[src/rtl/led_fader_pwm.sv]
// led_fader_pwm
//   Multi-channel LED brightness controller. Each channel holds a latched
//   target, a current level and a PWM shadow copy of that level. The level
//   moves in one of four modes: DIRECT (follow target every cycle), FADE
//   (step toward target once per ramp tick), BREATHE (bounce 0..MAX once
//   per ramp tick) and HOLD (frozen). A free-running PWM counter compares
//   against the shadow copy, so duty only changes on period boundaries.
//
// Ports
//   sys_clk  in   1      system clock, rising edge
//   rst_n    in   1      asynchronous active-low reset
//   target   in   CH*PW  per-channel target, channel i at [i*PW +: PW]
//   load     in   1      latch target into the per-channel tgt registers
//   mode     in   2      00 DIRECT, 01 FADE, 10 BREATHE, 11 HOLD
//   LED      out  CH     registered PWM outputs
//   at_max   out  CH     level[i] == MAX
//   at_min   out  CH     level[i] == 0
//   busy     out  1      mode is FADE and some level differs from its tgt
//
// Handshake: there is no valid/ready pair; load is a single-cycle strobe
// sampled on every rising edge, and mode is level-sensitive.
module led_fader_pwm #(
   parameter int CH   = 16,
   parameter int PW   = 8,
   parameter int DIV  = 500_000,
   parameter int STEP = 1
) (
   input  logic             sys_clk,
   input  logic             rst_n,
   input  logic [CH*PW-1:0] target,
   input  logic             load,
   input  logic [1:0]       mode,
   output logic [CH-1:0]    LED,
   output logic [CH-1:0]    at_max,
   output logic [CH-1:0]    at_min,
   output logic             busy
);

   localparam int MAX = (1 << PW) - 1;
   localparam int DW  = (DIV > 1) ? $clog2(DIV) : 1;

   localparam logic [PW-1:0] MAX_V  = PW'(MAX);
   localparam logic [PW-1:0] PEND_V = PW'(MAX - 1);
   localparam logic [PW-1:0] STEP_N = PW'(STEP);
   localparam logic [PW:0]   STEP_V = (PW+1)'(STEP);
   localparam logic [DW-1:0] DEND_V = DW'(DIV - 1);

   typedef enum logic [1:0] {
      MODE_DIRECT  = 2'b00,
      MODE_FADE    = 2'b01,
      MODE_BREATHE = 2'b10,
      MODE_HOLD    = 2'b11
   } mode_e;

   mode_e mode_s;
   assign mode_s = mode_e'(mode);

   logic [PW-1:0]         pcnt_q, pcnt_d;
   logic [DW-1:0]         dcnt_q, dcnt_d;
   logic [CH-1:0][PW-1:0] tgt_q, tgt_d;
   logic [CH-1:0][PW-1:0] level_q, level_d;
   logic [CH-1:0][PW-1:0] shadow_q, shadow_d;
   logic [CH-1:0]         dir_q, dir_d;      // 1 = up, 0 = down
   logic [CH-1:0]         led_q, led_d;
   logic                  breathe_q, breathe_d;

   logic                  tick;
   logic                  period_end;
   logic [CH-1:0][PW:0]   up_sum;            // level + STEP, one guard bit
   logic [CH-1:0][PW:0]   dn_floor;          // tgt + STEP, one guard bit
   logic [CH-1:0][PW-1:0] dn_val;            // level - STEP, used only when no underflow
   logic [CH-1:0]         eff_dir;

   assign tick       = (dcnt_q == DEND_V);
   assign period_end = (pcnt_q == PEND_V);

   // Per-channel arithmetic. The guard bit keeps level+STEP from wrapping,
   // so clamping against tgt or MAX is a plain compare.
   // eff_dir picks the breathing direction from the current level on the
   // first cycle BREATHE is seen, otherwise keeps the stored direction.
   always_comb begin : arith
      up_sum   = '0;
      dn_floor = '0;
      dn_val   = '0;
      eff_dir  = '0;
      for (int i = 0; i < CH; i++) begin
         up_sum[i]   = {1'b0, level_q[i]} + STEP_V;
         dn_floor[i] = {1'b0, tgt_q[i]} + STEP_V;
         dn_val[i]   = level_q[i] - STEP_N;
         eff_dir[i]  = breathe_q ? dir_q[i] : (level_q[i] != MAX_V);
      end
   end

   always_comb begin : next_state
      pcnt_d    = period_end ? '0 : pcnt_q + PW'(1);
      dcnt_d    = tick ? '0 : dcnt_q + DW'(1);
      tgt_d     = load ? target : tgt_q;
      level_d   = level_q;
      shadow_d  = shadow_q;
      dir_d     = dir_q;
      led_d     = '0;
      breathe_d = (mode_s == MODE_BREATHE);

      for (int i = 0; i < CH; i++) begin
         // Shadow copies the level only at the last count of a period, so a
         // duty change never cuts or stretches a pulse mid-period.
         if (period_end) begin
            shadow_d[i] = level_q[i];
         end
         led_d[i] = (pcnt_q < shadow_q[i]);

         case (mode_s)
            MODE_DIRECT: begin
               level_d[i] = tgt_q[i];
            end
            MODE_FADE: begin
               if (tick) begin
                  if (level_q[i] < tgt_q[i]) begin
                     level_d[i] = (up_sum[i] > {1'b0, tgt_q[i]}) ? tgt_q[i]
                                                                : up_sum[i][PW-1:0];
                  end else if (level_q[i] > tgt_q[i]) begin
                     // level - STEP stays at or above tgt only if level >= tgt + STEP.
                     level_d[i] = ({1'b0, level_q[i]} >= dn_floor[i]) ? dn_val[i]
                                                                     : tgt_q[i];
                  end
               end
            end
            MODE_BREATHE: begin
               dir_d[i] = eff_dir[i];
               if (tick) begin
                  if (eff_dir[i]) begin
                     if (up_sum[i] >= {1'b0, MAX_V}) begin
                        level_d[i] = MAX_V;
                        dir_d[i]   = 1'b0;
                     end else begin
                        level_d[i] = up_sum[i][PW-1:0];
                     end
                  end else begin
                     if (level_q[i] <= STEP_N) begin
                        level_d[i] = '0;
                        dir_d[i]   = 1'b1;
                     end else begin
                        level_d[i] = dn_val[i];
                     end
                  end
               end
            end
            default: begin
               // HOLD: level frozen, tgt still loadable above.
            end
         endcase
      end
   end

   always_ff @(posedge sys_clk or negedge rst_n) begin
      if (!rst_n) begin
         pcnt_q    <= '0;
         dcnt_q    <= '0;
         tgt_q     <= '0;
         level_q   <= '0;
         shadow_q  <= '0;
         dir_q     <= '1;
         led_q     <= '0;
         breathe_q <= 1'b0;
      end else begin
         pcnt_q    <= pcnt_d;
         dcnt_q    <= dcnt_d;
         tgt_q     <= tgt_d;
         level_q   <= level_d;
         shadow_q  <= shadow_d;
         dir_q     <= dir_d;
         led_q     <= led_d;
         breathe_q <= breathe_d;
      end
   end

   assign LED = led_q;

   always_comb begin : flags
      at_max = '0;
      at_min = '0;
      for (int i = 0; i < CH; i++) begin
         at_max[i] = (level_q[i] == MAX_V);
         at_min[i] = (level_q[i] == '0);
      end
   end

   assign busy = (mode_s == MODE_FADE) && (level_q != tgt_q);

endmodule

[config.mk]
export PLATFORM = sky130hd
export DESIGN_NAME = led_fader_pwm
export DESIGN_NICKNAME = d
export VERILOG_FILES = /design/src/rtl/led_fader_pwm.sv
export SDC_FILE = /design/constraint.sdc
export NUM_CORES = 2
export LEC_CHECK = 0
export CORE_UTILIZATION = 45
export DETAILED_ROUTE_END_ITERATION = 6
export PLACE_DENSITY_LB_ADDON = 0.08
export RECOVER_POWER = 25
export SKIP_LAST_GASP = 1
export SLEW_MARGIN = 20
export SYNTH_ARGS = -nofsm -noshare
export SYNTH_HDL_FRONTEND = slang
export SYNTH_SLANG_ARGS = --single-unit
[constraint.sdc]
create_clock -name sys_clk -period 10.25 [get_ports sys_clk]
set_input_delay 2.05 -clock sys_clk [delete_from_list [all_inputs] [get_ports sys_clk]]
set_output_delay 2.05 -clock sys_clk [all_outputs]
set_load 0.05 [all_outputs]
# Yosys cells after proc, flatten, opt, wreduce, memory -nomap -nowiden
# Index checks and enable logic that the tools add are counted.
op_classes:
  reduce_logical: 35
  addsub: 50
  n_eq_ne: 55
  n_mux: 242
  n_lt_le_gt_ge: 112
op_table:
  columns: ["op", "count"]
  rows:
  - ["2-to-1 mux 8 bit", 145]
  - ["one-hot mux 8 bit (3 select lines)", 16]
  - ["adder 8 x 1 -> 9 bit, second input constant", 32]
  - ["< comparator 8 bit", 32]
  - [">= comparator 8 x 9 -> 1 bit", 16]
  - [">= comparator 9 x 8 -> 1 bit, second input constant", 16]
  - ["> comparator 9 x 8 -> 1 bit", 16]
  - ["equality test 8 bit, second input constant", 17]
  - ["> comparator 8 bit", 16]
  - ["less-or-equal comparator 8 x 1 -> 1 bit, second input constant", 16]
  - ["zero test 8 bit", 16]
  - ["!= test 128 bit", 1]
  - ["!= test 8 bit, second input constant", 16]
  - ["subtractor 8 x 1 -> 8 bit, second input constant", 16]
  - ["2-to-1 mux 1 bit", 80]
  - ["AND reduction 4 bit", 16]
  - ["!= test 3 bit, second input constant", 16]
  - ["adder 19 x 1 -> 19 bit, second input constant", 1]
  - ["equality test 19 bit, second input constant", 1]
  - ["2-to-1 mux 19 bit", 1]
  - ["adder 8 x 1 -> 8 bit, second input constant", 1]
  - ["nonzero test 3 bit", 1]
  - ["equality test 2 x 1 -> 1 bit, second input constant", 1]
  - ["equality test 2 bit, second input constant", 1]
  - ["4 further kinds", 4]
word_totals:
  ff_bits: 444
  output_inout_bits: 49

# Depth between registers and ports, before layout
depth:
  depth_word: 7
  depth_mapped: 15

# Worst setup path after synthesis
# OpenSTA, ideal clock, no wires.
synth_timing:
  path_type: "input to output"
  start: "in mode[1]"
  end: "out busy"
  path_buffers: 3
  arrival_time_ps: 3787
  path_stages: 7
  setup_slack_ps: 4413
  required_time_ps: 8200
  path_cell_list: "inv_1 > ha_1 > buf_2 > inv_1 > clkbuf_1 > clkbuf_1 > a41oi_1"
synth_between:
  elab_chain_cells: 2
synth_rtl:
  columns: ["item", "line_no", "rtl"]
  rows:
  - ["start, declared", "32", "input logic [1:0] mode,"]
  - ["equality test 2 x 1 -> 1 bit", "188", "assign busy = (mode_s == MODE_FADE) && (level_q != tgt_q);"]
  - ["logical AND 1 bit", "188", null]
  - ["end, declared", "36", "output logic busy"]
# No other way between the ends.

==> summary.md <==
| Metric | Value |
|---|---|
| M2 GR Usage | 44.97% |
| Critical path's slowest cell | clkbuf_1 |
| Total length of routed wires | 140.6 mm |
| Largest net degree at the start of global routing | 144 |
| Area of placed instances | 45,790 um2 |
| Site Rows | 113 |
| Met3 Use GR | 3.594% |
| Syn nets | 6,073 |
| Asr flop ratio synth | 100.0% |
| Root Driver | clkbuf_16 |
| M1 GR Usage | 40.44% |
| CTS Buf Count | 59 |
| Fin crit share | 68.78% |
| Pins Over Slew Limit | 312 |
| CP required | 10.91 ns |
| Worst vdd ir | 0.0001396 V |
| Starting density of the core | 45.41% |
| Clock slew at reported path FFs | 0.06 ns |
| Relative slew slack | -243.4% |
| Synth warnings | 0 |
| Setup Skew | 0.03128 ns |
| Worst-path cell chain | clkbuf_1, clkbuf_1, buf_4 |
| CP top delay family | buffers and inverters |
| Number of synthesized flops with an enable pin | 0 |
| Number of diodes | 0 |
| Layout cells sized above 1 | 5.306% |
| Worst hold path type | reg2reg |
| Violations in the final reports | max-capacitance violations, max-slew violations |
| Setup crit end kind | async pin |
| Die width | 311.4 um |
| Final setup violation count | 0 |
| Hold-fix buffers at CTS | 0 |
| Initial antenna violation count | 2 |
| Remaining DRCs | 0 |
| Most frequent cells in the layout | ha_1 (596), nand2_1 (595), o21ai_0 (463) |
| CP max stage delay | 2.41 ns |
| Busiest layer in global routing | met2 |
| Most used DFF post-synth | dfrtp_1 |
| CTS tree | done |
| Post-DR vias/cell | 5.979 |
| Sink Count | 444 |
| DRT iter0 DRCs | 3,544 |
| Post-Route Setup TNS | 0 ns |
| Tot Pwr | 8884 uW |
| Final net count | 6,090 |
| Critical path buffer and inverter count | 3 |
| Power per cell area | 185.5 nW/um2 |
| Global route overflow | 0 |
| Status | finished, violations left |
| Sequential-to-total area share from yosys stat | 25.84% |
| Port buffer count | 181 |
| Drt pass-1 iters | 6 |
| Stages on worst setup path | 3 |
| Max-cap viol count | 7 |
| Total GRT Usage | 28.61% |
| Post-route ant nets | 0 |
| Final Wtd Congestion | 0.9121 |
| Clock Tree Buf Depth | 3 |
| Distinct cells, synth | 101 |
| Area delta synth->final | 11.18% |
| Synth Register Bits | 444 |
| Hold Path Depth | 2 |
| Commonest non-fill, non-tap cell in the layout | ha_1 |
| Crit path time final | 7.050 ns |
| F_max | 141.8 MHz |
| Resized Gates After CTS | 0 |
| CP Launch Type | primary input |
| Crit path DAT | 7.71 ns |
| CP Class | in2async |
| Crit-path most repeated cell | clkbuf_1 |
| Die area | 96,980 um2 |
| CTS HTree Levels | 2 |
| Leak pwr | 0.02099 uW |
| Final non-filler cell area | 47,890 um2 |
| Unrepaired setup endpoints after global routing | no |
| Skew-Pair Late Insertion Delay | 0.67 ns |
| Total number of vias | 39,904 |
| Post-CTS Setup Inserts | 0 |
| Final Hold Viols | 0 |
| Slew @ Worst Pin | 5.151 ns |
| Placeable core area | 94,870 um2 |
| Critical path fanouts, max | 67 |
| Hpwl dp | 99.17 mm |
| Ports | 182 |
| Synth Cell Area | 43,080 um2 |
| Synthesized area per cell | 8.064 um2 |
| WL/cell | 21.07 um |
| Vias in the first global route | 38,793 |
| Gate Count Post-Synth | 5,342 |
| Die height | 311.4 um |
| Path depth of the worst reg2reg path | 9 |
| First-pass GRT wire length | 223.9 mm |
[power breakdown]
part	total [uW]	switching (uW)	leakage (uW)	internal, uW
clock network	2340	896	0.00106	1440
registers	2600	669	0.00565	1930
logic	3950	2330	0.0143	1620
total	8880	3890	0.0210	4990
[stage by stage]
| step | std cells | hold WS [ns] | setup WS [ns] | utilization (%) |
|---|---|---|---|---|
| 2_1_floorplan | 5342 | 0.4447 | 4.413 | - |
| 3_3_place_gp | 6562 | 0.4613 | 3.274 | 48.25 |
| 3_5_place_dp | 6563 | 0.4655 | 3.256 | 48.27 |
| 4_1_cts | 6674 | 0.4743 | 3.256 | 50.55 |
| 5_1_grt | 6674 | 0.4959 | 1.995 | 50.48 |
| 6_report | 6674 | 0.4775 | 3.200 | 50.48 |
[cell usage after synthesis, types with 29 or more instances]
cell,number,area [um2]
a211oi_1,81,608.1
a21o_1,137,1028
a21oi_1,286,1431
a221oi_1,41,359.1
a31oi_1,72,450.4
and2_1,43,269.0
and3_1,48,300.3
buf_2,49,245.2
clkbuf_1,200,750.7
dfrtp_1,428,10710
ha_1,598,7482
inv_1,414,1554
mux2_2,36,405.4
mux2i_1,48,480.5
nand2_1,595,2233
nand2b_1,72,450.4
nand3_1,227,1136
nand4_1,77,481.7
nor2_1,298,1119
nor2b_1,30,187.7
nor3_1,116,580.6
nor4_1,38,237.7
o211ai_1,50,375.4
o21ai_0,463,2317
o22ai_1,29,181.4
o31ai_1,42,315.3
xnor2_1,220,1927
xor2_1,96,840.8
[layer usage]
metal	routed length [um]	part of all wire, %	vias to the layer above
met5	29	0.021	-
met4	4387	3.1	4
met3	8741	6.2	243
met2	62360	44	1300
met1	65130	46	19062
li1	-	-	19295
[final timing paths]
check / startpoint / slack, ns / to
worst min-delay path: dir_q[3] / 0.48 / dir_q[3]
min in group asynchronous: rst_n / 2.36 / tgt_q[1]
worst max-delay path: rst_n / 3.20 / tgt_q[80]
worst max register to register: dcnt_q[14] / 5.00 / level_q[58]
max in group sys_clk: mode[0] / 3.25 / busy
worst min register to register: dir_q[3] / 0.48 / dir_q[3]
[area by class of cell]
cell class | instances | area [um2]
clock buffer | 76 | 1663
timing repair buffer | 229 | 2171
tap | 1265 | 1583
clock inverter | 35 | 505.5
inverter | 419 | 1574
sequential | 444 | 11130
fill | 9227 | 46980
multi-input combinational | 4206 | 29270
[logic make-up (layout without fill, tap and decap cells)]
| group | count (synthesis) | after routing | share of synthesized area [%] |
|---|---|---|---|
| simple gates | 1674 | 1674 | 18.68 |
| xor+xnor | 316 | 316 | 6.424 |
| flops | 444 | 444 | 25.84 |
| mux | 85 | 85 | 2.109 |
| fa+ha+maj | 598 | 598 | 17.37 |
| compound gates | 1533 | 1533 | 23.27 |
| buf+inv | 692 | 759 | 6.317 |
[worst min-delay path, cell delays in order (launching register included)]
cell and delay, ns:
dfstp_2 0.37, inv_1 0.04, o21ai_0 0.06
[state kept, by name, indices dropped and copies added, names as in the netlist]
signal and flops:
dir_q 16, tgt_q 128, breathe_q 1, shadow_q 128
dcnt_q 19, pcnt_q 8, LED 16, level_q 128
No activity file was read; power rests on OpenSTA's default activity.
